===== src/rtl/memory_access_stage.sv =====
// Memory-stage access controller: breaks scalar and vector loads/stores into
// byte-wide accesses to a synchronous data RAM and stalls the pipeline meanwhile.
module memory_access_stage #(
  parameter int ADDR_WIDTH = 16,
  parameter int LANES      = 16
) (
  input  logic                  clk,
  input  logic                  reset,
  input  logic                  write_memory_enable_a_memory,
  input  logic                  write_memory_enable_b_memory,
  input  logic                  load_instruction_memory,
  input  logic                  vector_load_memory,
  input  logic [ADDR_WIDTH-1:0] address_memory,
  input  logic [15:0]           srcB_memory,
  input  logic [8*LANES-1:0]    vector_srcB_memory,
  input  logic [7:0]            mem_read_data,
  output logic [ADDR_WIDTH-1:0] mem_address,
  output logic [7:0]            mem_write_data,
  output logic                  mem_write_enable,
  output logic [15:0]           load_data_memory,
  output logic [8*LANES-1:0]    vector_load_data_memory,
  output logic                  stall_memory,
  output logic                  done_memory
);

  localparam int VW = 8 * LANES;
  localparam int CW = (LANES > 1) ? $clog2(LANES) : 1;

  typedef enum logic [2:0] {IDLE, SLD_WAIT, VST, VLD, VLD_DRAIN, DONE} state_e;

  state_e                state_q, state_d;
  logic [CW-1:0]         cnt_q, cnt_d;
  logic [ADDR_WIDTH-1:0] base_q, base_d;
  logic [VW-1:0]         vdata_q, vdata_d;
  logic [15:0]           load_q, load_d;
  logic [VW-1:0]         vload_q, vload_d;

  logic                  vst_req, vld_req, sst_req, sld_req;
  logic                  last_lane;
  logic [CW-1:0]         cnt_m1;
  logic [ADDR_WIDTH-1:0] lane_addr;
  logic                  unused_srcb_hi;

  assign unused_srcb_hi = ^srcB_memory[15:8];

  // Fixed priority: vector store > vector load > scalar store > scalar load.
  assign vst_req = write_memory_enable_b_memory;
  assign vld_req = !vst_req && vector_load_memory;
  assign sst_req = !vst_req && !vld_req && write_memory_enable_a_memory;
  assign sld_req = !vst_req && !vld_req && !sst_req && load_instruction_memory;

  assign last_lane = (cnt_q == CW'(LANES - 1));
  assign cnt_m1    = cnt_q - 1'b1;
  assign lane_addr = base_q + ADDR_WIDTH'(cnt_q);

  assign load_data_memory        = load_q;
  assign vector_load_data_memory = vload_q;

  // stall_memory high means the upstream stages must hold this instruction;
  // the cycle after it drops (DONE, or an IDLE scalar store) the upstream may advance.
  always_comb begin
    state_d          = state_q;
    cnt_d            = cnt_q;
    base_d           = base_q;
    vdata_d          = vdata_q;
    load_d           = load_q;
    vload_d          = vload_q;
    mem_address      = '0;
    mem_write_data   = '0;
    mem_write_enable = 1'b0;
    stall_memory     = 1'b0;
    done_memory      = 1'b0;
    case (state_q)
      IDLE: begin
        if (vst_req) begin
          stall_memory = 1'b1;
          base_d       = address_memory;
          vdata_d      = vector_srcB_memory;
          cnt_d        = '0;
          state_d      = VST;
        end else if (vld_req) begin
          stall_memory = 1'b1;
          base_d       = address_memory;
          cnt_d        = '0;
          state_d      = VLD;
        end else if (sst_req) begin
          mem_address      = address_memory;
          mem_write_data   = srcB_memory[7:0];
          mem_write_enable = 1'b1;
        end else if (sld_req) begin
          mem_address  = address_memory;
          stall_memory = 1'b1;
          state_d      = SLD_WAIT;
        end
      end
      SLD_WAIT: begin
        stall_memory = 1'b1;
        load_d       = {8'h00, mem_read_data};
        state_d      = DONE;
      end
      VST: begin
        mem_address      = lane_addr;
        mem_write_data   = vdata_q[{cnt_q, 3'b000} +: 8];
        mem_write_enable = 1'b1;
        stall_memory     = 1'b1;
        cnt_d            = cnt_q + 1'b1;
        if (last_lane) state_d = DONE;
      end
      VLD: begin
        mem_address  = lane_addr;
        stall_memory = 1'b1;
        // Read data trails the address by one cycle, so lane cnt-1 arrives now.
        if (cnt_q != '0) vload_d[{cnt_m1, 3'b000} +: 8] = mem_read_data;
        cnt_d = cnt_q + 1'b1;
        if (last_lane) state_d = VLD_DRAIN;
      end
      VLD_DRAIN: begin
        stall_memory          = 1'b1;
        vload_d[VW-1 -: 8]    = mem_read_data;
        state_d               = DONE;
      end
      DONE: begin
        done_memory = 1'b1;
        state_d     = IDLE;
      end
      default: state_d = IDLE;
    endcase
    if (reset) begin
      mem_write_enable = 1'b0;
      stall_memory     = 1'b0;
      done_memory      = 1'b0;
    end
  end

  always_ff @(posedge clk or posedge reset) begin
    if (reset) begin
      state_q <= IDLE;
      cnt_q   <= '0;
      base_q  <= '0;
      vdata_q <= '0;
      load_q  <= '0;
      vload_q <= '0;
    end else begin
      state_q <= state_d;
      cnt_q   <= cnt_d;
      base_q  <= base_d;
      vdata_q <= vdata_d;
      load_q  <= load_d;
      vload_q <= vload_d;
    end
  end

endmodule


===== config.mk =====
export PLATFORM = sky130hd
export DESIGN_NAME = memory_access_stage
export DESIGN_NICKNAME = d
export VERILOG_FILES = /design/src/rtl/memory_access_stage.sv
export SDC_FILE = /design/constraint.sdc
export NUM_CORES = 1
export LEC_CHECK = 0
export ABC_CLOCK_PERIOD_IN_PS = 22900
export CORE_MARGIN = 4
export CORE_UTILIZATION = 49
export CTS_BUF_LIST = sky130_fd_sc_hd__clkbuf_4 sky130_fd_sc_hd__clkbuf_8 sky130_fd_sc_hd__clkbuf_16
export DETAILED_ROUTE_END_ITERATION = 8
export GPL_ROUTABILITY_DRIVEN = 0
export PLACE_DENSITY = 0.87
export SLEW_MARGIN = 5
export SYNTH_ARGS = -nofsm -noshare
export SYNTH_HDL_FRONTEND = slang
export SYNTH_SLANG_ARGS = --single-unit

===== constraint.sdc =====
create_clock -name clk -period 22.9 [get_ports clk]
set_clock_uncertainty 0.2 [all_clocks]
set_input_delay 6.87 -clock clk [delete_from_list [all_inputs] [get_ports clk]]
set_output_delay 6.87 -clock clk [all_outputs]
set_load 0.005 [all_outputs]

# After elaboration in Yosys (flattened, before gate mapping)
# Cells that the tools add are included.
# op_classes
add_sub_neg	4
n_eq_ne	12
shifts	3
n_mux	37
reduce_logical	22
# ops
cell	count
bitwise mux 128 bit	1
2-to-1 mux 128 bit	1
variable shift 8 x 9 -> 128 bit, first input constant	1
indexed part select 128 x 8 -> 8 bit	1
indexed part select 8 x 9 -> 128 bit	1
2-to-1 mux 16 bit	6
case mux 16 bit (2 select lines)	1
case mux 8 bit (2 select lines)	2
2-to-1 mux 8 bit	3
2-to-1 mux 3 bit	6
adder 16 x 4 -> 16 bit	1
case mux 3 bit (4 select lines)	1
2-to-1 mux 1 bit	11
AND reduction 2 bit	5
negator 7 -> 9 bit	1
2-to-1 mux 4 bit	2
!= test 4 bit, second input constant	2
case mux 4 bit (2 select lines)	1
== test 3 x 2 -> 1 bit, second input constant	2
== test 3 bit, second input constant	2
!= test 2 bit, second input constant	3
nonzero test 2 bit	3
logical AND 1 bit	5
adder 4 x 1 -> 4 bit, second input constant	1
11 further kinds	15
# totals
ff_bits	287
input_bits	174
out_inout_bits	171
wordCells	85

# Depth between registers and ports, before layout
# depth
depth_word	14
depth_mapped	12
mapped_depth_nobuf	8

# Worst setup path after synthesis
# No wires, ideal clock.
# synth_timing
kind	input-to-output
startpoint	input reset
endpoint	output stall_memory
arrival_ps	13263
required_ps	15830
path_slack_ps	2567
cell_stages	3
path_buffers	0
cell_sequence	inv_1 -> nand2_1 -> a31oi_1
# synth_between
elab_chain_cells	1
# synth_rtl
element	line_no	rtl
start, declared	8	input logic reset,
2-to-1 mux 1 bit	128	if (reset) begin
end, declared	22	output logic stall_memory,
# Every way passes these cells.

# Worst setup path after layout
# Same ends and word-level chain as after synthesis.

==> run_results.csv <==
group,metric,value,unit
timing,fin_tns_setup,0,ns
drt,vias_after_detailed_routing,9655,
timing,rsz0062_at_grt,"false",
drt,wire_per_inst,22.61,um
global_route,global_route_wire_length_before_repair,59.66,mm
power,swShare,33.46,%
setup_path,setup.reg_to_reg.worst_slack,18.49,ns
clock_network,cts_resized,0,
power,areal_power_density_over_the_cells,134.7,nW/um^2
synth,synth_common_cells,"287 x sky130_fd_sc_hd__dfrtp_1, 222 x sky130_fd_sc_hd__mux2_2, 87 x sky130_fd_sc_hd__nand2_1",
cells_and_area,stdcell_area,17880,sq um
power,max-vdd-ir-drop,0.08510,mV
synth,gate_count_post_synth,1009,
worst_hold_path,count_of_cells_along_the_worst_hold_path,2,
power,comb_power_share,42.3,%
setup_path,timing.critical_path.required,15.83,ns
place,postPlaceCellArea,16840,sq um
floorplanning,die-area,29940,sq um
synth,yosys.area.top_type_share,53.82,%
cells_and_area,area_growth,34.00,%
floorplanning,fp.dieH,173.0,um
timing,fin_crit_sh,71.01,%
place,io_buffer_count,328,
cells_and_area,ratio_of_cells_with_drive_above_1_in_the_final_layout,25.61,%
drt,detail_route.vias_per_cell,5.733,
clock_network,insertion_delay,0.57,ns
worst_hold_path,worst_hold_path_type,"reg -> reg",
timing,max_slew.worst_pin.slew,1.187,ns
timing,timing.fmax,61.50,MHz
setup_path,startpoint_type,"input pin",
synth,synth.distinct_cells,71,
setup_path,worst_ep_arrival_time,9.19,ns
clock_network,cts-root-to-sink-buffers,3,
global_route,grt_antenna_before_repair,1,
synth,syn_area,13350,sq um
timing,slew-limit-headroom,20.50,%
synth,synth-async-reset-ratio,100.0,%
clock_network,cts_setup_buffers,0,
drt,initialDrtViolationCount,763,
drt,drt-total-wl,38.07,mm
floorplanning,chipWidth,173.0,um
floorplanning,floorplan.initialDensity,49.66,%
clock_network,cts_buffers,30,
setup_path,crit_type,"in -> out",
synth,most_frequent_cell_after_synthesis,"sky130_fd_sc_hd__dfrtp_1",
global_route,number_of_global_route_vias_before_repair,10390,
clock_network,hold_buffers,0,
worst_hold_path,worstHoldStart,"vector_load_data_memory[43]$_DFFE_PP0P_",
clock_network,cts_tree,"yes",
global_route,grt.met2_usage,43.69,%
setup_path,r2r-start,"cnt_q[1]$_DFFE_PP0P_",
floorplanning,io-pin-count,345,
clock_network,cts_root_buffer,"sky130_fd_sc_hd__clkbuf_16",
synth,synth_top_area_cell,"sky130_fd_sc_hd__dfrtp_1",
floorplanning,coreArea,26880,sq um
power,p_leak,7.441,nW
timing,final_period_minus_worst_setup_slack,16.26,ns
worst_hold_path,worstHoldEndpoint,"vector_load_data_memory[43]$_DFFE_PP0P_",
global_route,grtUsageTotal,24.92,%
floorplanning,std_cell_rows,60,
setup_path,critical_path.reg2reg.endpoint,"vector_load_data_memory[31]$_DFFE_PP0P_",
clock_network,worst_setup_hold_path_clk_slew,0.06,ns
synth,ys_seq_elements,287,
drt,dr.pass1.iters,5,
synth,synth-edff-count,0,
power,power_frac_seq,36.7,%
setup_path,path_max_fanout,142,
setup_path,timing.reg2reg.worst_path_depth,9,
setup_path,endpoint_kind,"primary output",
power,net-switching-power,0.8058,mW
global_route,grt.overflow.total,0,
status,status,"finished clean",
timing,final-setup-viol-count,0,
cells_and_area,diodes,0,
global_route,grt_start_max_net_pins,143,
synth,synth-warning-count,0,
drt,drc,0,
clock_network,numClockSinks,287,
power,p_clk_share,21.0,%
synth,avgSynthCellArea,13.23,sq um
synth,postSynth.topFlopCell,"sky130_fd_sc_hd__dfrtp_1",
timing,number_of_max_slew_violations_in_the_final_report,0,
synth,ys_top_cells_by_area,"sky130_fd_sc_hd__dfrtp_1 54%, sky130_fd_sc_hd__mux2_2 19%, sky130_fd_sc_hd__mux4_2 5.4%, sky130_fd_sc_hd__o21ai_0 2.6%, sky130_fd_sc_hd__nand2_1 2.4%",
global_route,groute.layer.met1.usage,28.76,%
job,max_cap_violations,0,
global_route,busiest_layer,"met2",
timing,finalHoldViolations,0,
drt,postRouteAntennaNets,0,
cells_and_area,nNetsFinal,1506,
clock_network,clock_tree.htree_level_count,1,
power,internal_power,1.602,mW
place,detailed_place_hpwl,27.03,mm
synth,ys_seq_area_share,53.82,%
global_route,use_met3,7.958,%
==> critical path, cell delays in order <==
cell	delay, ns
sky130_fd_sc_hd__clkdlybuf4s50_1	0.61
sky130_fd_sc_hd__inv_8	0.77
sky130_fd_sc_hd__nand2_1	0.14
sky130_fd_sc_hd__a31oi_1	0.20
sky130_fd_sc_hd__clkdlybuf4s50_1	0.57
==> worst max-delay path by stage <==
stage          startpoint           end  slack, ns
2_1_floorplan       reset  stall_memory       2.57
3_3_place_gp        reset  stall_memory       6.64
4_1_cts             reset  stall_memory       6.57
5_1_grt             reset  stall_memory       6.40
6_report            reset  stall_memory       6.64
3_5_place_dp        reset  stall_memory       6.58
==> metrics by stage <==
step | std cells | hold slack [ns] | util [%] | total power [mW] | worst slack, ns
after floorplan | 1016 | 0.2733 | - | 1.480 | 2.567
after global placement | 1630 | 0.2629 | 62.66 | 1.851 | 6.637
after detailed placement | 1630 | 0.2698 | 62.66 | 1.903 | 6.584
after CTS | 1684 | 0.2825 | 66.54 | 2.425 | 6.575
after global routing | 1684 | 0.3109 | 66.54 | 2.541 | 6.399
final | 1684 | 0.2828 | 66.54 | 2.408 | 6.639
==> cells by family after synthesis <==
logic type | count (synthesis) | synth area share [%]
AND/OR/NAND/NOR | 185 | 7.407
flip-flops | 287 | 53.82
XOR/XNOR | 20 | 1.650
AO/OA/AOI/OAI | 130 | 6.310
other | 1 | 0.02810
adder cells (fa/ha/maj) | 11 | 1.088
multiplexers | 285 | 26.47
buffers and inverters | 90 | 3.235
==> layer usage <==
metal / part of all wire (%) / vias up
met5: 0 / -
met4: 3.9 / 0
met3: 9.6 / 89
met2: 50 / 425
met1: 36 / 4905
li1: - / 4236
==> registers in the layout, indices dropped and copies added, names as in the netlist <==
name and flops:
vector_load_data_memory 128, load_data_memory 8, state_q 3, base_q 16
vdata_q 128, cnt_q 4
==> layout by cell type (no fill, tap or decap), types with 9 or more instances in the layout <==
master	n
sky130_fd_sc_hd__a22o_1	9
sky130_fd_sc_hd__clkdlybuf4s50_1	328
sky130_fd_sc_hd__nor3_1	13
sky130_fd_sc_hd__mux2_2	222
sky130_fd_sc_hd__nand2_1	87
sky130_fd_sc_hd__mux2i_1	30
sky130_fd_sc_hd__o31ai_1	14
sky130_fd_sc_hd__clkbuf_16	30
sky130_fd_sc_hd__nor2_1	12
sky130_fd_sc_hd__buf_4	9
sky130_fd_sc_hd__mux4_2	32
sky130_fd_sc_hd__ha_1	10
sky130_fd_sc_hd__inv_1	24
sky130_fd_sc_hd__and2_1	18
sky130_fd_sc_hd__xnor2_1	11
sky130_fd_sc_hd__o21ai_0	68
sky130_fd_sc_hd__dfrtp_1	284
==> area by class of cell <==
class                   instances  area (sq um)
fillers                      1922          8994
flip-flops and latches        287          7188
multi-input cells             639          5771
repair buffers                337          3351
clock buffers                  41         883.3
well taps                     341         426.7
clock inverters                13         157.7
inverters                      26         105.1
==> power by group through the flow <==
| stage | Combinational (mW) | Clock, mW | Sequential (mW) |
|---|---|---|---|
| 5_1_grt | 1.10 | 0.535 | 0.908 |
| 2_1_floorplan | 0.649 | 0 | 0.832 |
| 3_3_place_gp | 0.980 | 0 | 0.871 |
| 6_report | 1.02 | 0.505 | 0.885 |
| 4_1_cts | 1.03 | 0.513 | 0.884 |
| 3_5_place_dp | 1.02 | 0 | 0.887 |
Note: power is estimated with default switching activity, not from simulation.
